[config.mk]
export PLATFORM = sky130hd
export DESIGN_NAME = regfile_sb
export DESIGN_NICKNAME = d
export VERILOG_FILES = /design/src/rtl/regfile_sb_pkg.sv /design/src/rtl/regfile_sb_busy_vec.sv /design/src/rtl/regfile_sb.sv
export SDC_FILE = /design/constraint.sdc
export NUM_CORES = 2
export LEC_CHECK = 0
export CAP_MARGIN = 0
export CORE_ASPECT_RATIO = 1.25
export CORE_MARGIN = 5
export CORE_UTILIZATION = 63
export CTS_CLUSTER_DIAMETER = 100
export CTS_CLUSTER_SIZE = 25
export DETAILED_ROUTE_END_ITERATION = 8
export MAX_ROUTING_LAYER = met4
export PLACE_DENSITY_LB_ADDON = 0.1
export SYNTH_ARGS = -nofsm -noshare
export SYNTH_HDL_FRONTEND = slang
export SYNTH_HIERARCHICAL = 1
export SYNTH_SLANG_ARGS = --single-unit
[constraint.sdc]
create_clock -name clk -period 3.4 [get_ports clk]
set_clock_uncertainty 0.05 [all_clocks]
set_input_delay 0.68 -clock clk [delete_from_list [all_inputs] [get_ports clk]]
set_output_delay 0.68 -clock clk [all_outputs]
set_load 0.02 [all_outputs]
[src/rtl/regfile_sb_pkg.sv]
// Shared defaults and helpers for the scoreboarded register file.
package regfile_sb_pkg;

  localparam int DEF_WIDTH = 32;
  localparam int DEF_DEPTH = 32;
  localparam int DEF_CNT_W = 16;
  localparam int ZERO_ADDR = 0;

  function automatic int clog2(input int n);
    int r;
    r = 0;
    while ((1 << r) < n) r++;
    return r;
  endfunction

endpackage

[src/rtl/regfile_sb_busy_vec.sv]
// Per-register busy bits: clear on writeback, set on issue, set wins.
module sb_busy_vec
  import regfile_sb_pkg::*;
#(
  parameter int DEPTH    = DEF_DEPTH,
  parameter bit ZERO_REG = 1'b1,
  localparam int AW      = clog2(DEPTH)
) (
  input  logic             clk,
  input  logic             rst,
  input  logic             clr_en,
  input  logic [AW-1:0]    clr_addr,
  input  logic             set_en,
  input  logic [AW-1:0]    set_addr,
  output logic [DEPTH-1:0] busy
);

  logic [DEPTH-1:0] nxt;
  logic             set_ok;

  assign set_ok = set_en &&
    !(ZERO_REG && set_addr == AW'(ZERO_ADDR));

  always_comb begin
    nxt = busy;
    if (clr_en) nxt[clr_addr] = 1'b0;
    if (set_ok) nxt[set_addr] = 1'b1;
  end

  always_ff @(posedge clk) begin
    if (rst) busy <= '0;
    else     busy <= nxt;
  end

endmodule

[src/rtl/regfile_sb.sv]
// Register file with same-cycle write bypass and a RAW busy scoreboard.
module regfile_sb
  import regfile_sb_pkg::*;
#(
  parameter int WIDTH    = DEF_WIDTH,
  parameter int DEPTH    = DEF_DEPTH,
  parameter bit ZERO_REG = 1'b1,
  parameter int CNT_W    = DEF_CNT_W,
  localparam int AW      = clog2(DEPTH)
) (
  input  logic             clk,
  input  logic             rst,
  input  logic [AW-1:0]    rs,
  input  logic [AW-1:0]    rt,
  input  logic             use_a,
  input  logic             use_b,
  output logic [WIDTH-1:0] A,
  output logic [WIDTH-1:0] B,
  input  logic             wr_en,
  input  logic [AW-1:0]    wr_addr,
  input  logic [WIDTH-1:0] wr_data,
  input  logic             issue_en,
  input  logic [AW-1:0]    issue_addr,
  output logic             hazard,
  output logic [DEPTH-1:0] busy,
  output logic [CNT_W-1:0] wr_count
);

  logic [WIDTH-1:0] mem [DEPTH];
  logic             wr_ok;
  logic             zero_a;
  logic             zero_b;
  logic             byp_a;
  logic             byp_b;

  assign wr_ok  = wr_en &&
    !(ZERO_REG && wr_addr == AW'(ZERO_ADDR));
  assign zero_a = ZERO_REG && rs == AW'(ZERO_ADDR);
  assign zero_b = ZERO_REG && rt == AW'(ZERO_ADDR);
  assign byp_a  = wr_en && wr_addr == rs;
  assign byp_b  = wr_en && wr_addr == rt;

  always_ff @(posedge clk) begin
    if (rst) begin
      for (int i = 0; i < DEPTH; i++) mem[i] <= '0;
      wr_count <= '0;
    end else if (wr_ok) begin
      mem[wr_addr] <= wr_data;
      wr_count     <= wr_count + 1'b1;
    end
  end

  always_comb begin
    A = mem[rs];
    if (zero_a)     A = '0;
    else if (byp_a) A = wr_data;
  end

  always_comb begin
    B = mem[rt];
    if (zero_b)     B = '0;
    else if (byp_b) B = wr_data;
  end

  sb_busy_vec #(
    .DEPTH    (DEPTH),
    .ZERO_REG (ZERO_REG)
  ) u_busy (
    .clk      (clk),
    .rst      (rst),
    .clr_en   (wr_en),
    .clr_addr (wr_addr),
    .set_en   (issue_en),
    .set_addr (issue_addr),
    .busy     (busy)
  );

  // A producer completing this cycle is covered by the bypass.
  assign hazard = (use_a && busy[rs] && !byp_a) ||
                  (use_b && busy[rt] && !byp_b);

endmodule

==> summary.md <==
| Metric | Value |
|---|---|
| Status | finished with violations |
| Failing checks | negative setup slack |
| Die width | 283 um |
| Setup CP Type | in2out |
| Fin util | 77.3% |
| Post-synth top cells | edfxtp_1 (1024), and2_1 (997), mux4_2 (471), mux2i_1 (282), clkbuf_1 (259) |
| Htree depth | 2 |
| Register area | 31700 um^2 |
| Num rows | 125 |
| Main synth FF type | edfxtp_1 |
| Worst skew pair latency | 0.67 ns |
| Vias in the first global route | 42207 |
| # nets final | 4687 |
| Vias per cell | 7.30 |
| Antenna-violating nets left | 0 |
| Top area cells in the synthesized netlist | edfxtp_1 (53%), mux4_2 (18%), and2_1 (11%) |
| Slew of the pin with the lowest slew margin | 0.773 ns |
| CTS Root Cell | clkbuf_16 |
| RSZ-0062 raised after global routing | yes |
| # setup viols final | 46 |
| Pins over their slew limit | 0 |
| Starting DRT DRC Count | 7282 |
| Final worst-path cycle share | 109% |
| Crit path DAT | 2.97 ns |
| Cell Area, Placed | 66100 um^2 |
| Post-Synthesis Cells | 4032 |
| Reg-to-reg endpoint | wr_count[15] |
| Layout cell share with drive strength beyond 1 | 35.1% |
| Rel. slew slack | 48.4% |
| Drt drc | 0 |
| Critical path startpoint category | primary input |
| Final hold violation count | 0 |
| Worst Hold Class | in2reg |
| Post-synth EDFFs | 1024 |
| Final WS setup | -0.297 ns |
| Detailed Place HPWL | 140000 um |
| Cts hold-fix bufs | 0 |
| VDD IR max | 0.000401 V |
| Num CTS Buffers | 48 |
| Max-cap violations | 0 |
| R2R cell count | 5 |
| Largest net degree at the start of global routing | 33 |
| IO Port Bufs | 170 |
| Total GRT Usage | 45.1% |
| Synth area leader | edfxtp_1 |
| R2R Setup Slk | 1.57 ns |
| Synth-to-layout area growth | 22.2% |
| Starting Density | 63.2% |
| Drt pass-1 iters | 6 |
| Post-synthesis register bit count | 1072 |
| Global-route wire length before repair | 305000 um |
| Async SR Flop Fraction | 0% |
| CTS Sinks | 1072 |
| Seq/Total Area, Yosys | 54.2% |
| Final wirelength | 220000 um |
| Synth Area per Inst | 14.5 um^2 |
| Initial antenna violation count | 5 |
| Syn. warnings | 6 |
| Die Y | 351 um |
| CP Max Fanout | 7 |
| Total gr overflow | 0 |
| Vias | 42823 |
| Post-DR wirelength/cell | 37.5 um |
| PwrDens | 397 nW/um^2 |
| Area of the core | 92600 um^2 |
| Post-Syn Area | 58500 um^2 |
| Fillers | 5482 |
| CTS tree | yes |
| GPL Wtd Cong | 1.05 |
| WP data required | 2.67 ns |
| CTS max path bufs | 3 |
| Design Area, Final | 71500 um^2 |
| Worst setup EP type | output pin |
| Fmax | 270 MHz |
| Worst-path clk slew | 0.11 ns |
| P_leak | 26.0 nW |
| Setup crit end | A[13] |
| CP startpoint | rs[0] |
| Top-count cell post-synth | edfxtp_1 |
| Post-route minimum period | 3.70 ns |
| DIE AREA | 99100 um^2 |
| Synth cell types | 79 |
| Multi-input logic area | 26500 um^2 |
| Worst reg2reg startpoint | wr_count[4] |
| Post-synth top area share | 52.5% |
| I/O pins | 171 |
[where the power goes]
| part | switching [mW] | total, mW | internal [mW] |
|---|---|---|---|
| clock | 4.16 | 6.87 | 2.71 |
| sequential | 0.366 | 15.5 | 15.1 |
| combinational | 3.22 | 6.02 | 2.79 |
[registers in the layout, summed over array words and instances, names as in the netlist]
register and cells:
mem 1024, wr_count 16, u_busy/busy 32
[stage by stage]
step	power, mW	cells	hold slack, ns	TNS [ns]	setup slack (ns)
after global placement	20.8	5625	0.432	-101.58	-0.988
after global routing	29.0	5865	0.418	-5.72	-0.289
final	28.4	5870	0.439	-5.38	-0.297
after CTS	27.7	5782	0.395	-4.28	-0.267
after detailed placement	20.9	5625	0.456	-97.32	-0.989
after floorplan	18.3	4063	0.520	0	0.162
[layout make-up]
| class | instances | share of cell area, % |
|---|---|---|
| Sequential cell | 1072 | 44.3 |
| Timing Repair Buffer | 928 | 14.6 |
| Clock buffer | 77 | 1.86 |
| Multi-Input combinational cell | 2565 | 37.0 |
| Antenna cell | 8 | 0.0280 |
| Inverter | 13 | 0.0752 |
| Clock inverter | 1 | 0.00700 |
| Tap cell | 1206 | 2.11 |
[cells in the final DEF (no fill, tap or decap), types with 9 or more instances in the layout]
cell type | synthesis | layout
or2_2 | 25 | 32
xnor2_1 | 17 | 11
and2b_1 | 17 | 17
nor2_4 | 0 | 40
and2_1 | 997 | 996
nor2_2 | 2 | 9
o22ai_2 | 0 | 17
buf_8 | 7 | 29
clkbuf_16 | 0 | 63
nand2_1 | 59 | 55
o21ai_0 | 74 | 63
a221o_1 | 36 | 36
buf_12 | 6 | 143
clkbuf_1 | 259 | 28
nor2b_1 | 29 | 26
a21oi_1 | 34 | 23
dfxtp_1 | 48 | 48
o211ai_1 | 14 | 14
buf_2 | 75 | 9
buf_6 | 18 | 113
buf_16 | 0 | 24
a211oi_1 | 21 | 13
mux2i_2 | 0 | 16
clkdlybuf4s50_1 | 0 | 88
a221oi_1 | 65 | 26
edfxtp_1 | 1024 | 1024
nand3_1 | 30 | 20
a221oi_2 | 4 | 39
nor2_1 | 95 | 48
mux4_2 | 471 | 471
nand3_2 | 0 | 9
or3_1 | 11 | 10
a22oi_1 | 19 | 15
conb_1 | 1 | 32
buf_4 | 27 | 496
nand3b_1 | 16 | 16
o21ai_1 | 41 | 45
mux2i_1 | 282 | 258
[layer usage]
layer	GRT usage [%]	share of wire, %	vias to the layer above
li1	-	-	16646
met1	56.8	31	21168
met2	66.3	45	4073
met3	12.0	16	936
met4	26.9	8.4	0
met5	-	0	-
[cell families after synthesis]
family,count (synthesis),synth area share (%)
and+or+nand+nor,1350,13.9
AOI/OAI and AO/OA,404,4.93
other,1,0.00641
adders and majority gates,1,0.0214
muxes,758,23.0
xor gates and xnor gates,20,0.312
DFF,1072,54.2
buffers and inverters,426,3.60
[worst max-delay path: stages]
cell	delay, ns
buf_16	0.14
buf_12	0.16
buf_16	0.13
buf_6	0.09
buf_6	0.11
mux4_2	0.51
mux4_2	0.52
a221o_1	0.41
buf_6	0.17
[how the worst min path moves through the flow]
stage,from,endpoint,depth (start not counted)
2_1_floorplan,wr_count[10],wr_count[10],2
3_3_place_gp,wr_count[10],wr_count[10],2
3_5_place_dp,wr_count[10],wr_count[10],2
4_1_cts,rst,mem[0][16],1
5_1_grt,rst,mem[0][16],1
6_report,rst,mem[0][26],1
[timing repair]
action | CTS | global route
pin swaps | 70 | 123
gates cloned | 15 | 14
buffers inserted | 71 | 90
endpoints found under the setup margin | 65 | 64
gates resized for setup | 512 | 298
Note: power is estimated with default switching activity, not from simulation.
